$ cat src/rtl/hex_keypad_event_unit.sv
// PS/2 hex-key event queue plus debounced push-buttons.
// Define TYPEMATIC_EN to queue repeat makes of an already-held hex key.
module hex_keypad_event_unit #(
    parameter int FIFO_DEPTH      = 8,
    parameter int NUM_BUTTONS     = 4,
    parameter int DEBOUNCE_CYCLES = 50000
) (
    input  logic                          clock,
    input  logic                          reset,
    input  logic [7:0]                    scan_code,
    input  logic                          scan_valid,
    input  logic                          key_ready,
    input  logic                          clear_overflow,
    input  logic [NUM_BUTTONS-1:0]        buttons_raw,
    output logic [3:0]                    key_data,
    output logic                          key_valid,
    output logic [$clog2(FIFO_DEPTH):0]   key_count,
    output logic                          overflow,
    output logic [15:0]                   held_mask,
    output logic [NUM_BUTTONS-1:0]        buttons_level,
    output logic [NUM_BUTTONS-1:0]        buttons_pressed
);

    localparam int AW = $clog2(FIFO_DEPTH);
    localparam int CW = AW + 1;
    localparam int DW = $clog2(DEBOUNCE_CYCLES);
    localparam logic [CW-1:0] FULL_CNT = CW'(FIFO_DEPTH);
    localparam logic [DW-1:0] DB_LAST  = DW'(DEBOUNCE_CYCLES - 1);

    typedef enum logic [1:0] {
        S_IDLE,
        S_BREAK,
        S_EXT,
        S_EXT_BREAK
    } state_e;

    state_e state_q, state_d;

    logic        is_hex;
    logic [3:0]  hex_val;
    logic        make_hit;
    logic        break_hit;
    logic        push_req;
    logic        push;
    logic        pop;
    logic        full;

    logic [15:0]   held_q, held_d;
    logic [3:0]    mem_q [FIFO_DEPTH];
    logic [AW-1:0] wr_ptr_q, wr_ptr_d;
    logic [AW-1:0] rd_ptr_q, rd_ptr_d;
    logic [CW-1:0] count_q, count_d;
    logic          ovf_q, ovf_d;

    logic [NUM_BUTTONS-1:0] sync1_q, sync2_q;
    logic [NUM_BUTTONS-1:0] level_q, level_d;
    logic [NUM_BUTTONS-1:0] pressed_q, pressed_d;
    logic [DW-1:0]          cnt_q [NUM_BUTTONS];
    logic [DW-1:0]          cnt_d [NUM_BUTTONS];

    always_comb begin
        is_hex  = 1'b1;
        hex_val = 4'h0;
        case (scan_code)
            8'h45:   hex_val = 4'h0;
            8'h16:   hex_val = 4'h1;
            8'h1E:   hex_val = 4'h2;
            8'h26:   hex_val = 4'h3;
            8'h25:   hex_val = 4'h4;
            8'h2E:   hex_val = 4'h5;
            8'h36:   hex_val = 4'h6;
            8'h3D:   hex_val = 4'h7;
            8'h3E:   hex_val = 4'h8;
            8'h46:   hex_val = 4'h9;
            8'h1C:   hex_val = 4'hA;
            8'h32:   hex_val = 4'hB;
            8'h21:   hex_val = 4'hC;
            8'h23:   hex_val = 4'hD;
            8'h24:   hex_val = 4'hE;
            8'h2B:   hex_val = 4'hF;
            default: is_hex  = 1'b0;
        endcase
    end

    always_comb begin
        state_d   = state_q;
        make_hit  = 1'b0;
        break_hit = 1'b0;
        if (scan_valid) begin
            case (state_q)
                S_IDLE: begin
                    if (scan_code == 8'hF0) begin
                        state_d = S_BREAK;
                    end else if (scan_code == 8'hE0) begin
                        state_d = S_EXT;
                    end else begin
                        make_hit = is_hex;
                    end
                end
                S_BREAK: begin
                    break_hit = is_hex;
                    state_d   = S_IDLE;
                end
                S_EXT: begin
                    if (scan_code == 8'hF0) begin
                        state_d = S_EXT_BREAK;
                    end else begin
                        state_d = S_IDLE;
                    end
                end
                default: state_d = S_IDLE;
            endcase
        end
    end

    always_comb begin
        held_d = held_q;
        if (make_hit) held_d[hex_val] = 1'b1;
        if (break_hit) held_d[hex_val] = 1'b0;
    end

`ifdef TYPEMATIC_EN
    assign push_req = make_hit;
`else
    assign push_req = make_hit & ~held_q[hex_val];
`endif

    // a pop frees the head slot, so a push into a full FIFO still lands
    assign key_valid = (count_q != '0);
    assign full      = (count_q == FULL_CNT);
    assign pop       = key_valid & key_ready;
    assign push      = push_req & (~full | pop);

    always_comb begin
        wr_ptr_d = wr_ptr_q;
        rd_ptr_d = rd_ptr_q;
        count_d  = count_q;
        if (push) wr_ptr_d = wr_ptr_q + 1'b1;
        if (pop) rd_ptr_d = rd_ptr_q + 1'b1;
        if (push && !pop) count_d = count_q + 1'b1;
        if (pop && !push) count_d = count_q - 1'b1;
        ovf_d = ovf_q;
        if (clear_overflow) ovf_d = 1'b0;
        if (push_req && full && !pop) ovf_d = 1'b1;
    end

    always_ff @(posedge clock or negedge reset) begin
        if (!reset) begin
            state_q  <= S_IDLE;
            held_q   <= '0;
            wr_ptr_q <= '0;
            rd_ptr_q <= '0;
            count_q  <= '0;
            ovf_q    <= 1'b0;
            for (int i = 0; i < FIFO_DEPTH; i++) begin
                mem_q[i] <= '0;
            end
        end else begin
            state_q  <= state_d;
            held_q   <= held_d;
            wr_ptr_q <= wr_ptr_d;
            rd_ptr_q <= rd_ptr_d;
            count_q  <= count_d;
            ovf_q    <= ovf_d;
            if (push) mem_q[wr_ptr_q] <= hex_val;
        end
    end

    assign key_data  = mem_q[rd_ptr_q];
    assign key_count = count_q;
    assign overflow  = ovf_q;
    assign held_mask = held_q;

    always_comb begin
        level_d   = level_q;
        pressed_d = '0;
        for (int b = 0; b < NUM_BUTTONS; b++) begin
            cnt_d[b] = '0;
            if (sync2_q[b] != level_q[b]) begin
                if (cnt_q[b] == DB_LAST) begin
                    level_d[b]   = sync2_q[b];
                    pressed_d[b] = sync2_q[b];
                end else begin
                    cnt_d[b] = cnt_q[b] + 1'b1;
                end
            end
        end
    end

    always_ff @(posedge clock or negedge reset) begin
        if (!reset) begin
            sync1_q   <= '0;
            sync2_q   <= '0;
            level_q   <= '0;
            pressed_q <= '0;
            for (int b = 0; b < NUM_BUTTONS; b++) begin
                cnt_q[b] <= '0;
            end
        end else begin
            sync1_q   <= buttons_raw;
            sync2_q   <= sync1_q;
            level_q   <= level_d;
            pressed_q <= pressed_d;
            for (int b = 0; b < NUM_BUTTONS; b++) begin
                cnt_q[b] <= cnt_d[b];
            end
        end
    end

    assign buttons_level   = level_q;
    assign buttons_pressed = pressed_q;

endmodule

$ cat config.mk
export PLATFORM = sky130hd
export DESIGN_NAME = hex_keypad_event_unit
export DESIGN_NICKNAME = d
export VERILOG_FILES = /design/src/rtl/hex_keypad_event_unit.sv
export SDC_FILE = /design/constraint.sdc
export NUM_CORES = 1
export LEC_CHECK = 0
export CAP_MARGIN = 5
export CORE_MARGIN = 3
export CORE_UTILIZATION = 65
export CTS_BUF_LIST = sky130_fd_sc_hd__clkbuf_4
export DETAILED_ROUTE_END_ITERATION = 16
export PLACE_DENSITY_LB_ADDON = 0.05
export SLEW_MARGIN = 10
export SYNTH_ARGS = -nofsm -noshare
export SYNTH_HDL_FRONTEND = slang
export SYNTH_SLANG_ARGS = --single-unit
$ cat constraint.sdc
create_clock -name clock -period 8.2 [get_ports clock]
set_clock_uncertainty 0.1 [all_clocks]
set_input_delay 0.82 -clock clock [delete_from_list [all_inputs] [get_ports clock]]
set_output_delay 0.82 -clock clock [all_outputs]
set_load 0.005 [all_outputs]
==> metrics.md <==
| Metric | Value |
|---|---|
| 1st-pass router iterations | `8` |
| # diodes | `0` |
| CP required | `~8500 ps` |
| Clk Latency, worst-skew pair | `about 550 ps` |
| Vias in the first global route | `around 5k` |
| Initial Utilization | `between 60% and 70%` |
| DRT iter0 DRCs | `458` |
| Area taken by flip-flops and latches | `around 3500 sq um` |
| Average wire per standard cell | `approximately 17 microns` |
| Yosys cell types | `64` |
| Leakage | `~0.0035 uW` |
| PD cells | `about 190 nW/um^2` |
| Post-CTS sizing | `0` |
| Worst Hold Class | `in -> async` |
| Root buffer cell | `clkbuf_4` |
| Post-synth top flop | `dfrtp_1` |
| CTS buffer count | `17` |
| Crit path max-delay cell type | `o221ai_1` |
| TritonCTS clock tree | `yes` |
| Post-synth EDFFs | `0` |
| YS warnings | `0` |
| Fin Setup TNS | `0 ps` |
| Crit-path cells | `clkdlybuf4s50_1 -> nor4b_2 -> a32oi_1 -> o221ai_1 -> mux2_2 -> a32oi_1 -> nand3_1 -> or3_1 -> ha_1 -> ha_1 -> a21o_1 -> a21oi_1 -> xnor2_1 -> nor2_1 -> xor2_1` |
| Slew margin rel. | `a little under a third` |
| Final nets | `approximately 740` |
| CP endpoint kind | `flop` |
| Leading area contributor after synthesis | `dfrtp_1` |
| Synth async-reset ratio | `100%` |
| Max-Cap Viols | `0` |
| DP HPWL | `approximately 10000 microns` |
| Status | `complete, no violations` |
| Antenna violations before repair | `0` |
| Overall routing resource usage | `around a quarter` |
| Worst-Margin Slew | `1030 ps` |
| Critical Path Fanout Max | `19` |
| Area Overhead vs Synth | `12.9%` |
| Final Hold Fails | `0` |
| I/O pin count | `51` |
| Die height | `110 microns` |
| Die outline width | `approximately 110 microns` |
| Die area | `12200 sq um` |
| Final setup viols | `0` |
| Peak supply drop | `0.180 mV` |
| Vias/cell | `~5.9` |
| Fillcell total | `roughly 690` |
| Post-route DRC violation count | `0` |
| Clock Sinks | `between 100 and 150` |
| Routed wire length | `between 10000 and 15000 microns` |
| Via count | `~5.1k` |
| Arr. time, crit path | `roughly 6000 ps` |
| Mapped Area | `between 7000 and 8000 sq um` |
| Placed standard-cell area | `7660 sq um` |
| Routability Congestion | `0.950` |
| Clk buf depth | `2` |
| Synth Register Bits | `roughly 140` |
| Layout cells sized above 1 | `approximately 14%` |
| Syn_nets | `slightly below 700` |
| Syn Area/Cell | `~11 sq um` |
| FMAX | `roughly 0.18 GHz` |
| Post-Layout Inst Area | `7980 sq um` |
| Crit start category | `input pin` |
| Fin crit period | `approximately 5600 ps` |
| GRT overflow | `0` |
| H-tree levels | `4` |
| Mapped Cells | `roughly 660` |
| Post-CTS setup buffer count | `0` |
| Top-area cell type share of the netlist area | `about half` |
| Largest cells by area after synthesis | `dfrtp_1 (50%), mux2_2 (6.5%), nor2_1 (4.9%)` |
| Max Slew Vio Count | `0` |
| Buffers on Ports | `50` |
| Largest net degree at the start of global routing | `74` |
| Final period utilization | `approximately 70%` |
| Setup CP Type | `in -> reg` |
| CP peak stage delay | `840 ps` |
| Hold-fix buffers at CTS | `0` |
| Multi-input logic area | `~3400 sq um` |
| Core Area | `~10000 sq um` |
| Clock transition at path regs | `around 120 ps` |
| Sequential fraction of the synthesis area | `around 50%` |
| Global-route wire length before repair | `24200 microns` |
| RSZ-0062 raised after global routing | `false` |
| Post-route antenna net violation count | `0` |
| Site row count | `37` |
[worst max-delay path: cells and delay by family]
| kind | cells | cell delay, ps |
|---|---|---|
| buf+inv | 1 | 820 |
| xor+xnor | 2 | 270 |
| mux | 1 | 410 |
| fa+ha+maj | 2 | 540 |
| compound gates | 5 | 1530 |
| simple gates | 4 | 1590 |
[synth_stat cells, types with 14 or more instances]
cell	n
dfrtp_1	141
and3_1	18
xor2_1	38
nor2_1	93
a21oi_1	29
mux2_2	41
xnor2_1	32
nand3_1	30
nor3_1	16
nand2_1	43
clkbuf_1	15
inv_1	14
nand2b_1	14
[logic make-up (layout without fill, tap and decap cells)]
logic type	after synthesis	in the layout	synth area share [%]
xor+xnor	70	70	8.68
buf+inv	39	100	2.20
simple gates	278	278	20.3
fa+ha+maj	10	10	1.88
flops	141	141	50.0
mux	56	56	10.2
compound gates	70	70	6.84
[cell usage in the layout, fill, tap and decap left out, drive strengths merged, types with 11 or more instances in the layout]
cell type and instances:
a21oi 29, nor4 11, and3 18, nand3 30, dfrtp 141, clkdlybuf4s50 49
xnor2 32, clkbuf 17, inv 17, mux2 45, nor3 16, nand2b 14
xor2 38, nand2 43, nor2 93
[state kept, by name, summed over array words and instances, names as in the netlist]
name and count:
overflow 1, key_count 4, cnt_q 64, state_q 2
wr_ptr_q 3, buttons_pressed 4, sync1_q 4, buttons_level 4
sync2_q 4, held_mask 16, rd_ptr_q 3, mem_q 32
[power breakdown]
group	switching [uW]	internal, uW	total (uW)
registers	70.6	731	802
clock network	263	216	479
logic	113	118	231
total	447	1060	1510
[cell type report]
class	instances	share of cell area (%)
clock inverters	15	2.35
inverters	14	0.659
clock buffers	17	1.60
well taps	136	2.13
flip-flops and latches	141	44.2
repair buffers	54	6.67
multi-input cells	484	42.4
[through the flow]
| stage | util, % | cells | hold WS [ps] | worst slack, ps | total power [uW] |
|---|---|---|---|---|---|
| 2_1_floorplan | - | 664 | 231 | 3720 | 945 |
| 3_3_place_gp | 73.2 | 829 | 234 | 2350 | 1030 |
| 3_5_place_dp | 73.2 | 829 | 235 | 2100 | 1050 |
| 4_1_cts | 76.2 | 861 | 162 | 2710 | 1520 |
| 5_1_grt | 76.2 | 861 | 175 | 2230 | 1590 |
| 6_report | 76.2 | 861 | 154 | 2560 | 1510 |
[worst paths after layout]
kind / from / to / slack, ps / cells after the start
max reg2reg: held_mask[7] / key_count[3] / 4630 / 13
max in group asynchronous: reset / mem_q[16] / 6500 / 2
min reg2reg: sync1_q[2] / sync2_q[2] / 260 / 0
max: scan_code[4] / key_count[3] / 2560 / 15
min: reset / cnt_q[16] / 150 / 1
min in group clock: sync1_q[2] / sync2_q[2] / 260 / 0
[layer usage]
layer  part of all wire (%)  vias to the layer above  global-route usage, %
met5                      0                        -                      0
met4                    2.1                        0                   9.15
met3                    4.5                       38                   5.47
met2                     48                      141                   40.9
met1                     46                     2482                   35.8
li1                       -                     2429                      -
No activity file was read; power rests on OpenSTA's default activity.
